## src/rtl/decode_inst_queue.sv

```systemverilog
// Fetch-to-decode instruction FIFO. Each entry carries its PC, the instruction
// word and a branch-delay-slot flag derived from the previously enqueued instruction.
module decode_inst_queue #(
    parameter  int DEPTH  = 4,
    parameter  int PC_W   = 32,
    parameter  int INST_W = 32,
    localparam int CNT_W  = $clog2(DEPTH + 1),
    localparam int PTR_W  = $clog2(DEPTH)
) (
    input  logic              clk,
    input  logic              reset,
    input  logic              fe_valid,
    input  logic [PC_W-1:0]   fe_pc,
    input  logic [INST_W-1:0] fe_inst,
    output logic              fe_allowin,
    input  logic              flush,
    input  logic              de_allowin,
    output logic              de_valid,
    output logic [PC_W-1:0]   de_pc,
    output logic [INST_W-1:0] de_inst,
    output logic              de_bd,
    output logic [CNT_W-1:0]  de_count
);

    logic [PC_W-1:0]   pc_mem_q   [DEPTH];
    logic [INST_W-1:0] inst_mem_q [DEPTH];
    logic [DEPTH-1:0]  bd_mem_q;

    logic [PTR_W-1:0] rd_ptr_q, rd_ptr_d;
    logic [PTR_W-1:0] wr_ptr_q, wr_ptr_d;
    logic [CNT_W-1:0] count_q, count_d;
    logic             prev_branch_q, prev_branch_d;

    logic       enq, deq, is_branch;
    logic [5:0] op, func;
    logic [4:0] rt;

    // Only opcode, rt and func fields matter; the remaining bits feed this sink.
    logic unused_inst_bits;
    assign unused_inst_bits = ^fe_inst;

    assign op   = fe_inst[31:26];
    assign rt   = fe_inst[20:16];
    assign func = fe_inst[5:0];

    always_comb begin
        is_branch = 1'b0;
        case (op)
            6'b000010, 6'b000011, 6'b000100,
            6'b000101, 6'b000110, 6'b000111: is_branch = 1'b1;
            6'b000001: is_branch = (rt == 5'b00000) || (rt == 5'b00001) ||
                                   (rt == 5'b10000) || (rt == 5'b10001);
            6'b000000: is_branch = (func == 6'b001000) || (func == 6'b001001);
            default:   is_branch = 1'b0;
        endcase
    end

    assign fe_allowin = (count_q != CNT_W'(DEPTH));
    assign de_valid   = (count_q != '0);
    assign enq        = fe_valid & fe_allowin & ~flush;
    assign deq        = de_valid & de_allowin & ~flush;

    assign de_pc    = pc_mem_q[rd_ptr_q];
    assign de_inst  = inst_mem_q[rd_ptr_q];
    assign de_bd    = bd_mem_q[rd_ptr_q];
    assign de_count = count_q;

    always_comb begin
        rd_ptr_d      = rd_ptr_q;
        wr_ptr_d      = wr_ptr_q;
        count_d       = count_q;
        prev_branch_d = prev_branch_q;
        if (flush) begin
            rd_ptr_d      = '0;
            wr_ptr_d      = '0;
            count_d       = '0;
            prev_branch_d = 1'b0;
        end else begin
            if (enq) begin
                wr_ptr_d      = wr_ptr_q + PTR_W'(1);
                prev_branch_d = is_branch;
            end
            if (deq) begin
                rd_ptr_d = rd_ptr_q + PTR_W'(1);
            end
            case ({enq, deq})
                2'b10:   count_d = count_q + CNT_W'(1);
                2'b01:   count_d = count_q - CNT_W'(1);
                default: count_d = count_q;
            endcase
        end
    end

    always_ff @(posedge clk or posedge reset) begin
        if (reset) begin
            rd_ptr_q      <= '0;
            wr_ptr_q      <= '0;
            count_q       <= '0;
            prev_branch_q <= 1'b0;
        end else begin
            rd_ptr_q      <= rd_ptr_d;
            wr_ptr_q      <= wr_ptr_d;
            count_q       <= count_d;
            prev_branch_q <= prev_branch_d;
        end
    end

    // Storage written at the tail; the bd bit reflects the instruction enqueued before this one.
    always_ff @(posedge clk or posedge reset) begin
        if (reset) begin
            for (int i = 0; i < DEPTH; i++) begin
                pc_mem_q[i]   <= '0;
                inst_mem_q[i] <= '0;
            end
            bd_mem_q <= '0;
        end else if (enq) begin
            pc_mem_q[wr_ptr_q]   <= fe_pc;
            inst_mem_q[wr_ptr_q] <= fe_inst;
            bd_mem_q[wr_ptr_q]   <= prev_branch_q;
        end
    end

endmodule

```

## config.mk

```make
export PLATFORM = sky130hd
export DESIGN_NAME = decode_inst_queue
export DESIGN_NICKNAME = d
export VERILOG_FILES = /design/src/rtl/decode_inst_queue.sv
export SDC_FILE = /design/constraint.sdc
export NUM_CORES = 1
export LEC_CHECK = 0
export ABC_AREA = 1
export CORE_ASPECT_RATIO = 1.75
export CORE_MARGIN = 5
export CORE_UTILIZATION = 53
export DETAILED_ROUTE_END_ITERATION = 16
export GPL_ROUTABILITY_DRIVEN = 0
export HOLD_SLACK_MARGIN = 0.15
export PLACE_DENSITY_LB_ADDON = 0.15
export SKIP_CTS_REPAIR_TIMING = 1
export SLEW_MARGIN = 20
export SYNTH_ARGS = -nofsm -noshare
export SYNTH_HDL_FRONTEND = slang
export SYNTH_SLANG_ARGS = --single-unit
```

## constraint.sdc

```tcl
create_clock -name clk -period 10.1 [get_ports clk]
set_clock_uncertainty 0.1 [all_clocks]
set_input_delay 1.01 -clock clk [delete_from_list [all_inputs] [get_ports clk]]
set_output_delay 1.01 -clock clk [all_outputs]
set_load 0.01 [all_outputs]
```

Word-level counts from Yosys, hierarchy flattened
Cells that the tools add are included.

storage, ports and cells
  logic and storage cells = 82
  bits of input ports = 69
  output and inout port bits = 70
  register bits after elaboration = 268

cells by class
  magnitude comparators = 6
  reduce and logical (&&, ||, !) cells = 13
  $add $sub $neg = 4
  muxes and demuxes = 24
  eq/ne operators = 15
  bitwise logic cells = 7

operator list
  kind                                                        count
  bitwise mux 128 bit                                         2
  2-to-1 mux 32 bit                                           5
  binary-select mux 32 bit (select 2 bit)                     2
  demux 32 bit (select 2 bit)                                 1
  equality test 6 x 3 -> 1 bit, second input constant         4
  equality test 6 x 2 -> 1 bit, second input constant         2
  equality test 6 x 4 -> 1 bit, second input constant         2
  equality test 5 bit, second input constant                  2
  2-to-1 mux 2 bit                                            4
  equality test 6 x 1 -> 1 bit, second input constant         1
  >= comparator 3 bit, second input constant                  2
  logical NOT 6 bit                                           1
  less-than comparator 2 x 3 -> 1 bit, second input constant  2
  NOT 2 -> 3 bit                                              2
  case mux 3 bit (2 select lines)                             1
  nonzero test 3 bit                                          2
  OR reduction 6 bit                                          1
  equality test 5 x 1 -> 1 bit, second input constant         1
  logical NOT 5 bit                                           1
  adder 2 x 1 -> 2 bit, second input constant                 2
  bitwise AND 1 bit                                           4
  bitwise mux 4 bit                                           1
  logical OR 1 bit                                            4
  2-to-1 mux 1 bit                                            4
  other kinds (14)                                            16

Longest topological paths before layout
  word-level depth = 7
  mapped depth = 11
  gate-level depth less buffers = 11

Least setup slack after synthesis
Ideal clock, no wire load.

  path kind = flip-flop to output port
  from = reg rd_ptr_q[0]
  to = out de_inst[15]
  path buffers = 3
  slack = 7,702 ps
  required time = 8,990 ps
  arrival time = 1,288 ps
  stages on the path, launching flop included = 7
  cell sequence = dfrtp_1 buf_2 inv_1 buf_2 clkbuf_1 o21ai_0 o22ai_1

on the way
  longest elaborated chain between the ends = 4

RTL lines
  what                                                   RTL line  RTL
  from (decl)                                            29        logic [PTR_W-1:0] rd_ptr_q, rd_ptr_d;
  from (signal assigned)                                 101       rd_ptr_q <= rd_ptr_d;
  NOT 2 -> 3 bit (not written as such)                   64        assign de_inst = inst_mem_q[rd_ptr_q];
  binary-select mux 32 bit (select 2 bit)                64
  2-to-1 mux 32 bit (not written as such) (2 in series)  64
  to (decl)                                              20        output logic [INST_W-1:0] de_inst,

Every way passes these cells. The select of a mux whose other input is x is not followed.

Final worst setup path
  from = reg rd_ptr_q[0]
  to = out de_inst[26]

The elaborated chain is that of the path after synthesis.

==> summary.txt <==
Status: complete, no violations
Final setup vio count: 0
Total congestion overflow: 0
Max-capacitance violation count: 0
Largest net degree at the start of global routing: 161
Compound-Gate Fraction of Synth Area: 20.8%
Cells after synthesis: 1340
Area leader, netlist: dfrtp_1
Detailed Route WL: 28900 um
Max_slew headroom: 37.1%
First-pass GRT wire length: 48000 um
Critical path endpoint category: output pin
Main combinational cell family by area after synthesis: compound AO/OA/AOI/OAI gates
# rows: 72
Fin crit share: 46.1%
WP data arrival: 3.54 ns
Dpl cells: 1684
Mean Syn Cell Area: 8.85 um2
Adder-Cell Fraction of Synth Area: 0.591%
Initial core utilization: 53.8%
Initial DRC Count: 733
Crit start category: flop
Final HPWL DP: 16800 um
Final Max Tran Viols: 0
Detailed-route via count: 9464
CP Data Required Time: 8.99 ns
R2R depth: 8
Setup_tns: 0 ns
Drc violations: 0
Flop-to-flop setup slack: 7.39 ns
Final Hold Vio Count: 0
Vias in the first global route: 9705
Min cycle time layout: 4.65 ns
Syn-to-layout area delta: 17.5%
Avg WL per Cell: 16.7 um
Largest cells by area after synthesis: dfrtp_1 (57%), o21ai_0 (11%), nand2_1 (8.7%)
Simple-gate portion of the synthesized area: 14.0%
DRT Pass-1 Iters: 7
Synth top area share: 56.5%
Maximum vdd ir drop: 187 uV
Max Freq: 215 MHz
Hold Path Depth: 2
CTS buffer count: 25
Core area: 22100 um2
Share of total power in the clock network: 23.1%
Switching share of power: 33.9%
Final core occ: 63.1%
Synthesis-stage register bit count: 268
IO Pins: 139
Gate power share: 35.6%
Main synth FF type: dfrtp_1
Clock tree buffer depth: 3
HP Class: reg2reg
Seq/Total Area, Yosys: 56.5%
Ant. Diodes: 0
Final worst setup slack: 5.45 ns
Clk_lat worst skew: 0.52 ns
Leakage: 6.54 nW
Post-synth EDFFs: 0
Post-route insts no fill: 1729
Root Buffer: clkbuf_16
Mapped cell area: 11900 um2
Die area: 25600 um2
Clock Pin Slew Worst Setup and Hold Paths: 0.06 ns
Layout Nets: 1489
Setup Crit Path Kind: reg2out
Post-DR vias/cell: 5.47
RSZ-0062 raised after global routing: no
Post-place setup slack: 5.99 ns
CTS tree: yes
Final hold slack: 0.376 ns
Critical path fanouts, max: 90
Total GRT Usage: 22.8%
Internal: 2.86 mW
Mux cell area share after synthesis: 0%
Synthesis Warnings: 0
H-Tree Level Count: 1
Share of post-route cells with drive strength above 1: 5.37%
Synth Area in XOR/XNOR: 0.0738%
Die width: 123 um
Die height: 208 um
Antenna-violating nets left: 0
Count of cell types in the netlist: 25
Clk sinks: 268
Top-count cell post-synth: nand2_1
Net switching power: 1.47 mW
Commonest cells in the netlist: nand2_1 (276), dfrtp_1 (268), o21ai_0 (255)
Flop pwr share: 41.4%
Antenna violations before repair: 0
Power Density: 311 nW/um2
Worst Max-Slew Pin Slew: 0.943 ns
Fraction of registers with async set or reset after synthesis: 100%
Mapped Nets: 1414
# port buffers: 138
## state kept, by name, summed over array words and instances (netlist names)
name           flops
de_count           3
pc_mem_q         128
prev_branch_q      1
inst_mem_q       128
rd_ptr_q           2
wr_ptr_q           2
bd_mem_q           4
## final timing paths
| path | endpoint | startpoint |
|---|---|---|
| setup / recovery | de_inst[26] | rd_ptr_q[0] |
| hold / removal | inst_mem_q[77] | inst_mem_q[77] |
| setup reg to reg | inst_mem_q[90] | de_count[0] |
| hold reg to reg | inst_mem_q[77] | inst_mem_q[77] |
| max in group asynchronous | rd_ptr_q[0] | reset |
| min in group asynchronous | pc_mem_q[49] | reset |
## power by group through the flow
| stage | Sequential [mW] | Clock [mW] | Combinational (mW) |
|---|---|---|---|
| after global routing | 1.85 | 1.06 | 1.73 |
| after global placement | 1.79 | 0 | 1.52 |
| after floorplan | 1.72 | 0 | 0.949 |
| final | 1.79 | 1.00 | 1.54 |
| after detailed placement | 1.80 | 0 | 1.55 |
| after CTS | 1.79 | 1.01 | 1.56 |
## stage by stage
step | area [um2] | power, mW
after floorplan | 11900 | 2.67
after global placement | 13100 | 3.31
after detailed placement | 13100 | 3.35
after CTS | 13900 | 4.36
after global routing | 13900 | 4.64
final | 13900 | 4.33
## worst max-delay path, cell delays in order, from the launching register on
cell and delay [ns]:
dfrtp_4 0.70, inv_4 0.41, buf_4 0.80, o21ai_0 0.17
o22ai_1 0.28, clkdlybuf4s50_1 0.60
## logic make-up (layout without fill, tap and decap cells)
family	Yosys count	after routing
compound gates	466	466
simple gates	427	427
flops	268	268
buf+inv	173	266
fa+ha+maj	5	5
xor+xnor	1	1
## per-layer routing
layer  up-vias  global-route usage, %  share of wire [%]
li1       4589                      -                  -
met1      4577                   29.6                 42
met4         0                   8.91                3.6
met2       234                   39.0                 50
met3        64                   2.34                4.3
met5         -                      0                  0
## cell type report
class,instances,area [um2]
clock buffers,38,764
clock inverters,7,114
fillers,1943,8130
inverters,74,288
multi-input cells,899,4220
flip-flops and latches,268,6710
well taps,296,370
repair buffers,147,1470
## cell usage in the layout (no fill, tap or decap), types with 5 or more instances in the layout
cell	count
dfrtp_1	266
nand2_4	5
buf_4	7
inv_1	71
o21ai_1	127
o22ai_1	65
o21ai_2	14
nor2_1	136
o21ai_0	255
clkbuf_8	9
clkbuf_16	25
nand2_1	276
clkdlybuf4s50_1	138
Power figures use the tool's default switching activity.
